$ cat src/rtl/instruction_fetch_unit_if.sv
// Fetch-stage bundle: instruction memory req/ack, downstream redirect and the
// decode-side valid/ready port. The fetch unit connects as master.
interface instruction_fetch_unit_if;
    logic        imem_req;
    logic [31:0] imem_addr;
    logic        imem_ack;
    logic [31:0] imem_rdata;

    logic        redirect;
    logic [31:0] redirect_pc;

    logic        out_valid;
    logic        out_ready;
    logic [31:0] out_instruction;
    logic [31:0] out_pc;
    logic [31:0] out_pc_plus_four;

    modport master (
        output imem_req,
        output imem_addr,
        input  imem_ack,
        input  imem_rdata,
        input  redirect,
        input  redirect_pc,
        output out_valid,
        input  out_ready,
        output out_instruction,
        output out_pc,
        output out_pc_plus_four
    );

    modport slave (
        input  imem_req,
        input  imem_addr,
        output imem_ack,
        output imem_rdata,
        output redirect,
        output redirect_pc,
        input  out_valid,
        output out_ready,
        input  out_instruction,
        input  out_pc,
        input  out_pc_plus_four
    );
endinterface

$ cat src/rtl/instruction_fetch_unit.sv
// Purpose: MIPS fetch stage; one outstanding imem read feeding an in-order prefetch buffer.
// Latency: request one cycle after reset/redirect, head valid one cycle after the ack.
// Backpressure: no new request is started while the buffer is full; out_ready=0 holds the head.
module instruction_fetch_unit #(
    parameter logic [31:0] RESET_PC = 32'h0000_0000,
    parameter int          DEPTH    = 2
) (
    input logic                      clock,
    input logic                      reset,
    instruction_fetch_unit_if.master bus
);

    localparam int PTR_W = (DEPTH > 1) ? $clog2(DEPTH) : 1;
    localparam int CNT_W = $clog2(DEPTH + 1);
    localparam logic [CNT_W-1:0] DEPTH_C = CNT_W'(DEPTH);

    typedef enum logic [1:0] {
        IDLE  = 2'd0,
        BUSY  = 2'd1,
        DRAIN = 2'd2
    } state_t;

    state_t           state, state_next;
    logic [31:0]      fetch_pc, fetch_pc_next;
    logic [31:0]      stale_addr, stale_addr_next;
    logic [PTR_W-1:0] rd_ptr, rd_ptr_next;
    logic [PTR_W-1:0] wr_ptr, wr_ptr_next;
    logic [CNT_W-1:0] count, count_next, count_step;
    logic             push, pop;

    logic [31:0]      buf_instr [DEPTH];
    logic [31:0]      buf_pc    [DEPTH];

    always_comb begin
        push       = (state == BUSY) && bus.imem_ack && !bus.redirect;
        pop        = (count != '0) && bus.out_ready && !bus.redirect;
        count_step = count + CNT_W'(push) - CNT_W'(pop);

        state_next      = state;
        fetch_pc_next   = fetch_pc;
        stale_addr_next = stale_addr;
        rd_ptr_next     = rd_ptr;
        wr_ptr_next     = wr_ptr;
        count_next      = count_step;

        if (bus.redirect) begin
            count_next    = '0;
            rd_ptr_next   = '0;
            wr_ptr_next   = '0;
            fetch_pc_next = bus.redirect_pc & 32'hFFFF_FFFC;
            // An unacked request cannot be withdrawn; keep presenting its address until it retires.
            if ((state == BUSY || state == DRAIN) && !bus.imem_ack) begin
                state_next = DRAIN;
                if (state == BUSY) begin
                    stale_addr_next = fetch_pc;
                end
            end else begin
                state_next = BUSY;
            end
        end else begin
            if (push) begin
                wr_ptr_next   = wr_ptr + PTR_W'(1);
                fetch_pc_next = fetch_pc + 32'd4;
            end
            if (pop) begin
                rd_ptr_next = rd_ptr + PTR_W'(1);
            end
            case (state)
                IDLE: begin
                    if (count < DEPTH_C) begin
                        state_next = BUSY;
                    end
                end
                BUSY: begin
                    if (bus.imem_ack) begin
                        state_next = (count_step < DEPTH_C) ? BUSY : IDLE;
                    end
                end
                DRAIN: begin
                    if (bus.imem_ack) begin
                        state_next = BUSY;
                    end
                end
                default: state_next = IDLE;
            endcase
        end
    end

    always_ff @(posedge clock or negedge reset) begin
        if (!reset) begin
            state      <= IDLE;
            fetch_pc   <= RESET_PC;
            stale_addr <= RESET_PC;
            rd_ptr     <= '0;
            wr_ptr     <= '0;
            count      <= '0;
        end else begin
            state      <= state_next;
            fetch_pc   <= fetch_pc_next;
            stale_addr <= stale_addr_next;
            rd_ptr     <= rd_ptr_next;
            wr_ptr     <= wr_ptr_next;
            count      <= count_next;
        end
    end

    // Entries are cleared on reset so the head reads as zero before the first fill.
    always_ff @(posedge clock or negedge reset) begin
        if (!reset) begin
            for (int i = 0; i < DEPTH; i++) begin
                buf_instr[i] <= '0;
                buf_pc[i]    <= '0;
            end
        end else if (push) begin
            buf_instr[wr_ptr] <= bus.imem_rdata;
            buf_pc[wr_ptr]    <= fetch_pc;
        end
    end

    assign bus.imem_req         = (state != IDLE);
    assign bus.imem_addr        = (state == DRAIN) ? stale_addr : fetch_pc;
    assign bus.out_valid        = (count != '0);
    assign bus.out_instruction  = buf_instr[rd_ptr];
    assign bus.out_pc           = buf_pc[rd_ptr];
    assign bus.out_pc_plus_four = buf_pc[rd_ptr] + 32'd4;

endmodule

$ cat src/flat_wrapper.sv
// flat-port wrapper written by rule: the top's interface ports become plain ports
module instruction_fetch_unit_flat 
#(
    parameter logic [31:0] RESET_PC = 32'h0000_0000,
    parameter int          DEPTH    = 2
)
  (clock, reset, bus_imem_req, bus_imem_addr, bus_imem_ack, bus_imem_rdata, bus_redirect, bus_redirect_pc, bus_out_valid, bus_out_ready, bus_out_instruction, bus_out_pc, bus_out_pc_plus_four);
  instruction_fetch_unit_if bus_i ();
  input logic clock;
  input logic reset;
  output wire logic [$bits(bus_i.imem_req)-1:0] bus_imem_req;
  output wire logic [$bits(bus_i.imem_addr)-1:0] bus_imem_addr;
  input wire logic [$bits(bus_i.imem_ack)-1:0] bus_imem_ack;
  input wire logic [$bits(bus_i.imem_rdata)-1:0] bus_imem_rdata;
  input wire logic [$bits(bus_i.redirect)-1:0] bus_redirect;
  input wire logic [$bits(bus_i.redirect_pc)-1:0] bus_redirect_pc;
  output wire logic [$bits(bus_i.out_valid)-1:0] bus_out_valid;
  input wire logic [$bits(bus_i.out_ready)-1:0] bus_out_ready;
  output wire logic [$bits(bus_i.out_instruction)-1:0] bus_out_instruction;
  output wire logic [$bits(bus_i.out_pc)-1:0] bus_out_pc;
  output wire logic [$bits(bus_i.out_pc_plus_four)-1:0] bus_out_pc_plus_four;
  assign bus_imem_req = bus_i.imem_req;
  assign bus_imem_addr = bus_i.imem_addr;
  assign bus_i.imem_ack = bus_imem_ack;
  assign bus_i.imem_rdata = bus_imem_rdata;
  assign bus_i.redirect = bus_redirect;
  assign bus_i.redirect_pc = bus_redirect_pc;
  assign bus_out_valid = bus_i.out_valid;
  assign bus_i.out_ready = bus_out_ready;
  assign bus_out_instruction = bus_i.out_instruction;
  assign bus_out_pc = bus_i.out_pc;
  assign bus_out_pc_plus_four = bus_i.out_pc_plus_four;
  instruction_fetch_unit #(.RESET_PC(RESET_PC), .DEPTH(DEPTH)) u_core (.clock(clock), .reset(reset), .bus(bus_i));
endmodule
$ cat config.mk
export PLATFORM = sky130hd
export DESIGN_NAME = instruction_fetch_unit_flat
export DESIGN_NICKNAME = d
export VERILOG_FILES = /design/src/rtl/instruction_fetch_unit_if.sv /design/src/rtl/instruction_fetch_unit.sv /design/src/flat_wrapper.sv
export SDC_FILE = /design/constraint.sdc
export NUM_CORES = 1
export LEC_CHECK = 0
export ABC_CLOCK_PERIOD_IN_PS = 4510
export BUFFER_PORTS_ARGS = -buffer_cell sky130_fd_sc_hd__buf_2
export CORE_ASPECT_RATIO = 2
export CORE_MARGIN = 4
export CORE_UTILIZATION = 55
export CTS_CLUSTER_DIAMETER = 80
export DETAILED_ROUTE_END_ITERATION = 10
export HOLD_SLACK_MARGIN = 0.05
export MAX_ROUTING_LAYER = met4
export PLACE_DENSITY = 0.8
export SYNTH_ARGS = -nofsm -noshare
export SYNTH_HDL_FRONTEND = slang
export SYNTH_SLANG_ARGS = --single-unit
export TNS_END_PERCENT = 30
$ cat constraint.sdc
create_clock -name clock -period 4.51 [get_ports clock]
set_input_delay 0.2255 -clock clock [delete_from_list [all_inputs] [get_ports clock]]
set_output_delay 0.2255 -clock clock [all_outputs]
set_load 0.05 [all_outputs]
==> results of run 1 <==
==> cell families after synthesis <==
logic type | after synthesis | share of synthesized area
and+or+nand+nor | 168 | 0.0920
muxes | 231 | 0.269
other | 1 | 0.000390
AOI/OAI and AO/OA | 68 | 0.0417
xor gates and xnor gates | 60 | 0.0547
buffers and inverters | 80 | 0.0372
DFF | 190 | 0.495
adders and majority gates | 8 | 0.0104
==> flip-flops by register name, indices dropped and copies added (netlist names) <==
signal and cells:
u_core.count 2, u_core.wr_ptr 1, u_core.stale_addr 30, u_core.fetch_pc 30, u_core.buf_instr 64, u_core.state 2, u_core.rd_ptr 1, u_core.buf_pc 60
==> metal layers <==
layer / part of all wire / vias to the layer above / GRT usage
met5: 0 / - / -
met4: 0.039 / 0 / 0.103
met3: 0.041 / 46 / 0.0467
met2: 0.58 / 201 / 0.482
met1: 0.34 / 3560 / 0.266
li1: - / 3265 / -
==> through the flow <==
stage,utilization,cell area (um2)
after global routing,0.690,11900
after detailed placement,0.624,10700
after CTS,0.689,11800
final,0.690,11900
after floorplan,-,9660
after global placement,0.624,10700
==> cell type report <==
class	count	share of cell area
sequential	190	0.401
clock inverter	13	0.0139
tap	210	0.0221
timing repair buffer	255	0.136
clock buffer	18	0.0362
inverter	24	0.00759
multi-input combinational	541	0.384
==> where the power goes <==
group / switching [W] / total [W] / internal (W)
sequential: 0.000543 / 0.00295 / 0.00241
combinational: 0.00318 / 0.00469 / 0.00152
clock: 0.000653 / 0.00153 / 0.000873
==> worst min-delay path by stage <==
stage | from | end | slack [ps] | cells past startpoint
6_report | bus_imem_rdata[0] | u_core.buf_instr[0]$_DFFE_PN0P_ | 60 | 2
5_1_grt | bus_imem_rdata[7] | u_core.buf_instr[39]$_DFFE_PN0P_ | 50 | 2
4_1_cts | bus_imem_rdata[0] | u_core.buf_instr[0]$_DFFE_PN0P_ | 50 | 2
3_5_place_dp | reset | u_core.buf_pc[52]$_DFFE_PN0P_ | 420 | 1
3_3_place_gp | reset | u_core.buf_pc[20]$_DFFE_PN0P_ | 400 | 1
2_1_floorplan | reset | u_core.buf_instr[0]$_DFFE_PN0P_ | -70 | 0
==> cells in the final DEF (no fill, tap or decap), types with 4 or more instances in the layout <==
cell type      count
mux2_2           217
buf_2            189
dfrtp_1          189
nand2_1           67
dlygate4sd3_1     55
o21ai_0           46
xnor2_1           29
xor2_1            28
inv_1             24
nand3_1           19
nor2_1            17
clkbuf_16         17
nand4_1           14
mux2i_1           13
nor3_1            12
ha_1               8
buf_4              8
conb_1             6
nor2b_1            5
nor4_1             5
or2_2              4
nand4b_1           4
clkinvlp_4         4
==> impl_results.md, run 1 <==
* Dominant cell type by area after synthesis: dfrtp_1
* RR Startpoint: u_core.state[1]$_DFFE_PN0P_
* Yosys reg bits at 190
* Count leader, synth: mux2_2
* Ys async rst share at 1.00
* Clock latency on the worst-skew pair at 420 ps
* Root buf cell: clkbuf_16
* Clock Skew at 11.6 ps
* Clock Pin Slew Worst Setup and Hold Paths at 70 ps
* Io pins at 199
* Synth warnings at 0
* Core area at 17200 um2
* Post-cts resize count at 0
* Hold WS at 61.8 ps
* DRC violations left at 0
* RSZ-0062 raised after global routing: no
* Post-Route Setup TNS at 0 ps
* Register area at 4760 um2
* Vias at 7072
* Layout cells sized above 1 at 0.448
* Total Wirelength at 24600 um
* R2R Setup Slk at 1840 ps
* Max-slew violation count at 0
* Post-synth top cells: mux2_2, dfrtp_1, nand2_1, o21ai_0, xnor2_1
* Area delta synth->final at 23.4%
* DIE AREA at 19800 um2
* Finished Layout Cells at 1251
* CP max stage delay at 830 ps
* Clock Tree Buf Depth at 2
* Syn Inst Count at 806
* Vias in the first global route at 7269
* Fill count at 1293
* Critical Path RT at 4280 ps
* Antenna violations before repair at 0
* Finish-stage setup viols at 0
* WL/cell at 19.7 um
* Fmax at 272 MHz
* Wire length of the first global-routing pass at 38700 um
* Crit path from: u_core.rd_ptr$_DFFE_PN0P_
* 1st-pass router iterations at 4
* Detailed-route vias per instance at 5.65
* Buffers & Inverters on Critical Path at 2
* Crit Path Category: register to output port
* Startpoint Class: register
* Area of the multi-input gates at 4550 um2
* Worst slew pin tran at 1140 ps
* Reg-to-Reg End: u_core.buf_instr[11]$_DFFE_PN0P_
* Avg Inst Size Synth at 11.9 um2
* Levels on crit path at 7
* Fin. Hold Viols at 0
* VDD IR max at 0.000692 V
* Hold_buf cts at 53
* Placed insts at 1165
* Initial cell density of the core at 0.559
* Worst EP arrival at 3460 ps
* H-tree depth at 4
* Mapped cell area at 9610 um2
* GRT Total Usage at 0.262
* CTS tree: yes
* Seq/Total Area, Yosys at 0.495
* Pwr Density at 773 nW/um2
* Post-DP HPWL at 17100 um
* Port buffer count at 190
* Largest net degree at the start of global routing at 105
* Die W at 101 um
* GPL Wtd Cong at 0.861
* Cell row count at 68
* Tmin final at 3680 ps
* Worst setup margin at 828 ps
* Crit path to: bus_out_pc_plus_four[24]
* Tcrit/Tclk final at 0.816
* CP endpoint kind: output port
* Ant. Diodes at 0
* R2r worst-path depth at 7
* GRT overflow at 0
* CP delay by family, top: simple AND/OR/NAND/NOR gates
* PnR Total Power at 0.00917 W
* Post-synth EDFFs at 0
* Num CTS Buffers at 17
* Worst-path fanout max at 49
* Status: finished clean
* Clk sinks at 190
* Worst Hold Class: primary input to register
* # nets final at 1106
* Slew headroom at 0.233
* Worst slack at placement at 1310 ps
* DR iter-0 viols at 274
* Most common cell on crit path: nand4_1
* CP max-delay cell: dfrtp_4
* Max-cap violations at 0
* Post-route ant nets at 0
* Synth top area cells: dfrtp_1, mux2_2, xnor2_1, nand2_1, xor2_1
* Yosys top cell area share at 0.495
* Most used DFF post-synth: dfrtp_1
* Die span in y at 195 um
* LEAKAGE at 5.48 nW
* CP Cell Sequence: buf_4 > nand4_1 > a22oi_1 > nand4_1 > nor3_1 > xor2_2 > buf_2
* Distinct cell type count after synthesis at 52
* Number of post-CTS setup repair buffers at 0
Note: power is estimated with default switching activity, not from simulation.
==> inputs of run 2 (changes only) <==
- ABC_CLOCK_PERIOD_IN_PS: 4510 -> 3200
- CORE_UTILIZATION: 55 -> 50
- PLACE_DENSITY: 0.8 -> 0.77
- clock period: 4.51 -> 3.2 ns (I/O delays scaled with it)
==> impl_results.md, run 2 (synthesized netlist as in run 1, its figures left out) <==
* Biggest regs: u_core.buf_instr: 64 flops, u_core.buf_pc: 60 flops
* Most common cell on crit path: buf_4
* Core area at 18800 um2
* RR Startpoint: u_core.state[1]$_DFFE_PN0P_
* Power share of the clock group at 0.149
* R2R Setup Slk at 770 ps
* CP Cell Sequence: buf_4 > nand3b_4 > a222oi_1 > buf_4 > nand4_4 > nor4_4 > xor2_1 > buf_4
* VDD IR max at 0.000786 V
* Crit path to: bus_out_pc_plus_four[29]
* CP max-delay cell: dfrtp_4
* Post-route ant nets at 0
* 1st-pass router iterations at 5
* Finish-stage setup viols at 0
* Pwr Density at 1060 nW/um2
* WL/cell at 19.3 um
* RSZ-0062 raised after global routing: no
* Critical Path RT at 3040 ps
* Sw Ratio at 0.486
* Startpoint Class: register
* Io pins at 199
* Max-slew violation count at 0
* LEAKAGE at 5.67 nW
* Clock Pin Slew Worst Setup and Hold Paths at 70 ps
* DIE AREA at 21600 um2
* Hold WS at 199 ps
* Area delta synth->final at 28.5%
* Max reg flops at 64
* Die W at 106 um
* Psw at 0.00635 W
* Vias at 7202
* Initial cell density of the core at 0.510
* Int Pwr at 0.00672 W
* H-tree depth at 4
* Worst Hold Class: primary input to register
* Top reg by flops: u_core.buf_instr
* Crit Path Category: register to output port
* Fin. Hold Viols at 0
* Layout cells sized above 1 at 0.471
* CP max stage delay at 510 ps
* DRC violations left at 0
* Worst slew pin tran at 774 ps
* Antenna violations before repair at 0
* Largest net degree at the start of global routing at 92
* Fmax at 324 MHz
* Crit path from: u_core.rd_ptr$_DFFE_PN0P_
* Post-DP HPWL at 17900 um
* Num CTS Buffers at 17
* Status: finished clean
* # nets final at 1133
* Worst-path fanout max at 12
* GRT overflow at 0
* Root buf cell: clkbuf_16
* CTS tree: yes
* Post-placement cell area at 11100 um2
* Clock Skew at 8.85 ps
* Total Wirelength at 25600 um
* Comb pwr share at 0.535
* Cell row count at 71
* Wire length of the first global-routing pass at 40200 um
* Max-cap violations at 0
* Port buffer count at 190
* CP endpoint kind: output port
* R2r worst-path depth at 9
* Worst EP arrival at 2930 ps
* Sequential share of power at 0.315
* Die span in y at 204 um
* Tcrit/Tclk final at 0.966
* Clk sinks at 190
* DR iter-0 viols at 290
* Reg-to-Reg End: u_core.state[0]$_DFFE_PN0P_
* Vias in the first global route at 7527
* Post-route cell area at 12300 um2
* Clock latency on the worst-skew pair at 420 ps
* Ant. Diodes at 0
* Tmin final at 3090 ps
* Commonest non-fill, non-tap cell in the layout: mux2_2
* GRT Total Usage at 0.248
* HP Start: bus_out_ready
* Post-Route Setup TNS at 0 ps
* Detailed-route vias per instance at 5.44
* Clock Tree Buf Depth at 2
* Most frequent cells in the layout: mux2_2, dfrtp_1, buf_2
* Worst setup margin at 110 ps
* Worst slack at placement at 278 ps
* GPL Wtd Cong at 0.837
* Slew headroom at 0.469
[run 2: through the flow]
step / power, W / util / std cells
after floorplan: 0.00945 / - / 811
after global placement: 0.0109 / 0.589 / 1222
after detailed placement: 0.0111 / 0.589 / 1222
after CTS: 0.0131 / 0.655 / 1323
after global routing: 0.0137 / 0.656 / 1323
final: 0.0131 / 0.656 / 1323
[run 2: area by class of cell]
cell class / count / area [um2]
flip-flops and latches: 190 / 4760
fillers: 1503 / 6490
inverters: 24 / 92.6
multi-input cells: 542 / 4760
well taps: 255 / 319
clock inverters: 14 / 111
clock buffers: 17 / 425
repair buffers: 281 / 1880
[run 2: power by group through the flow]
stage	logic [W]	clock network (W)	registers, W
after detailed placement	0.00689	0	0.00417
after floorplan	0.00560	0	0.00385
final	0.00700	0.00195	0.00412
after CTS	0.00703	0.00200	0.00410
after global routing	0.00738	0.00209	0.00423
after global placement	0.00680	0	0.00410
[run 2: what timing repair did]
| item | CTS | global route |
|---|---|---|
| hold endpoints to repair | 182 | 0 |
| hold buffers | 63 | 0 |
| gates cloned | 1 | 0 |
| pin swaps | 1 | 0 |
| gates resized for setup | 5 | 2 |
| setup endpoints to repair | 9 | 3 |
| setup buffers | 6 | 0 |
[run 2: routing by layer]
metal | GRT usage | vias to the layer above | part of all wire
li1 | - | 3320 | -
met2 | 0.455 | 230 | 0.57
met3 | 0.0354 | 84 | 0.033
met4 | 0.142 | 0 | 0.060
met1 | 0.248 | 3568 | 0.34
met5 | - | - | 0
[run 2: worst min-delay path by stage]
stage	endpoint	depth (start not counted)
2_1_floorplan	u_core.buf_instr[0]$_DFFE_PN0P_	0
3_3_place_gp	u_core.state[1]$_DFFE_PN0P_	1
3_5_place_dp	u_core.state[1]$_DFFE_PN0P_	1
4_1_cts	u_core.rd_ptr$_DFFE_PN0P_	2
5_1_grt	u_core.rd_ptr$_DFFE_PN0P_	4
6_report	u_core.rd_ptr$_DFFE_PN0P_	4
[run 2: critical path: cells and delay by family (launching register included)]
family | cells | cell delay (ps)
AND/OR/NAND/NOR | 3 | 770
buffers and inverters | 3 | 640
flip-flops | 1 | 510
AO/OA/AOI/OAI | 1 | 370
XOR/XNOR | 1 | 190
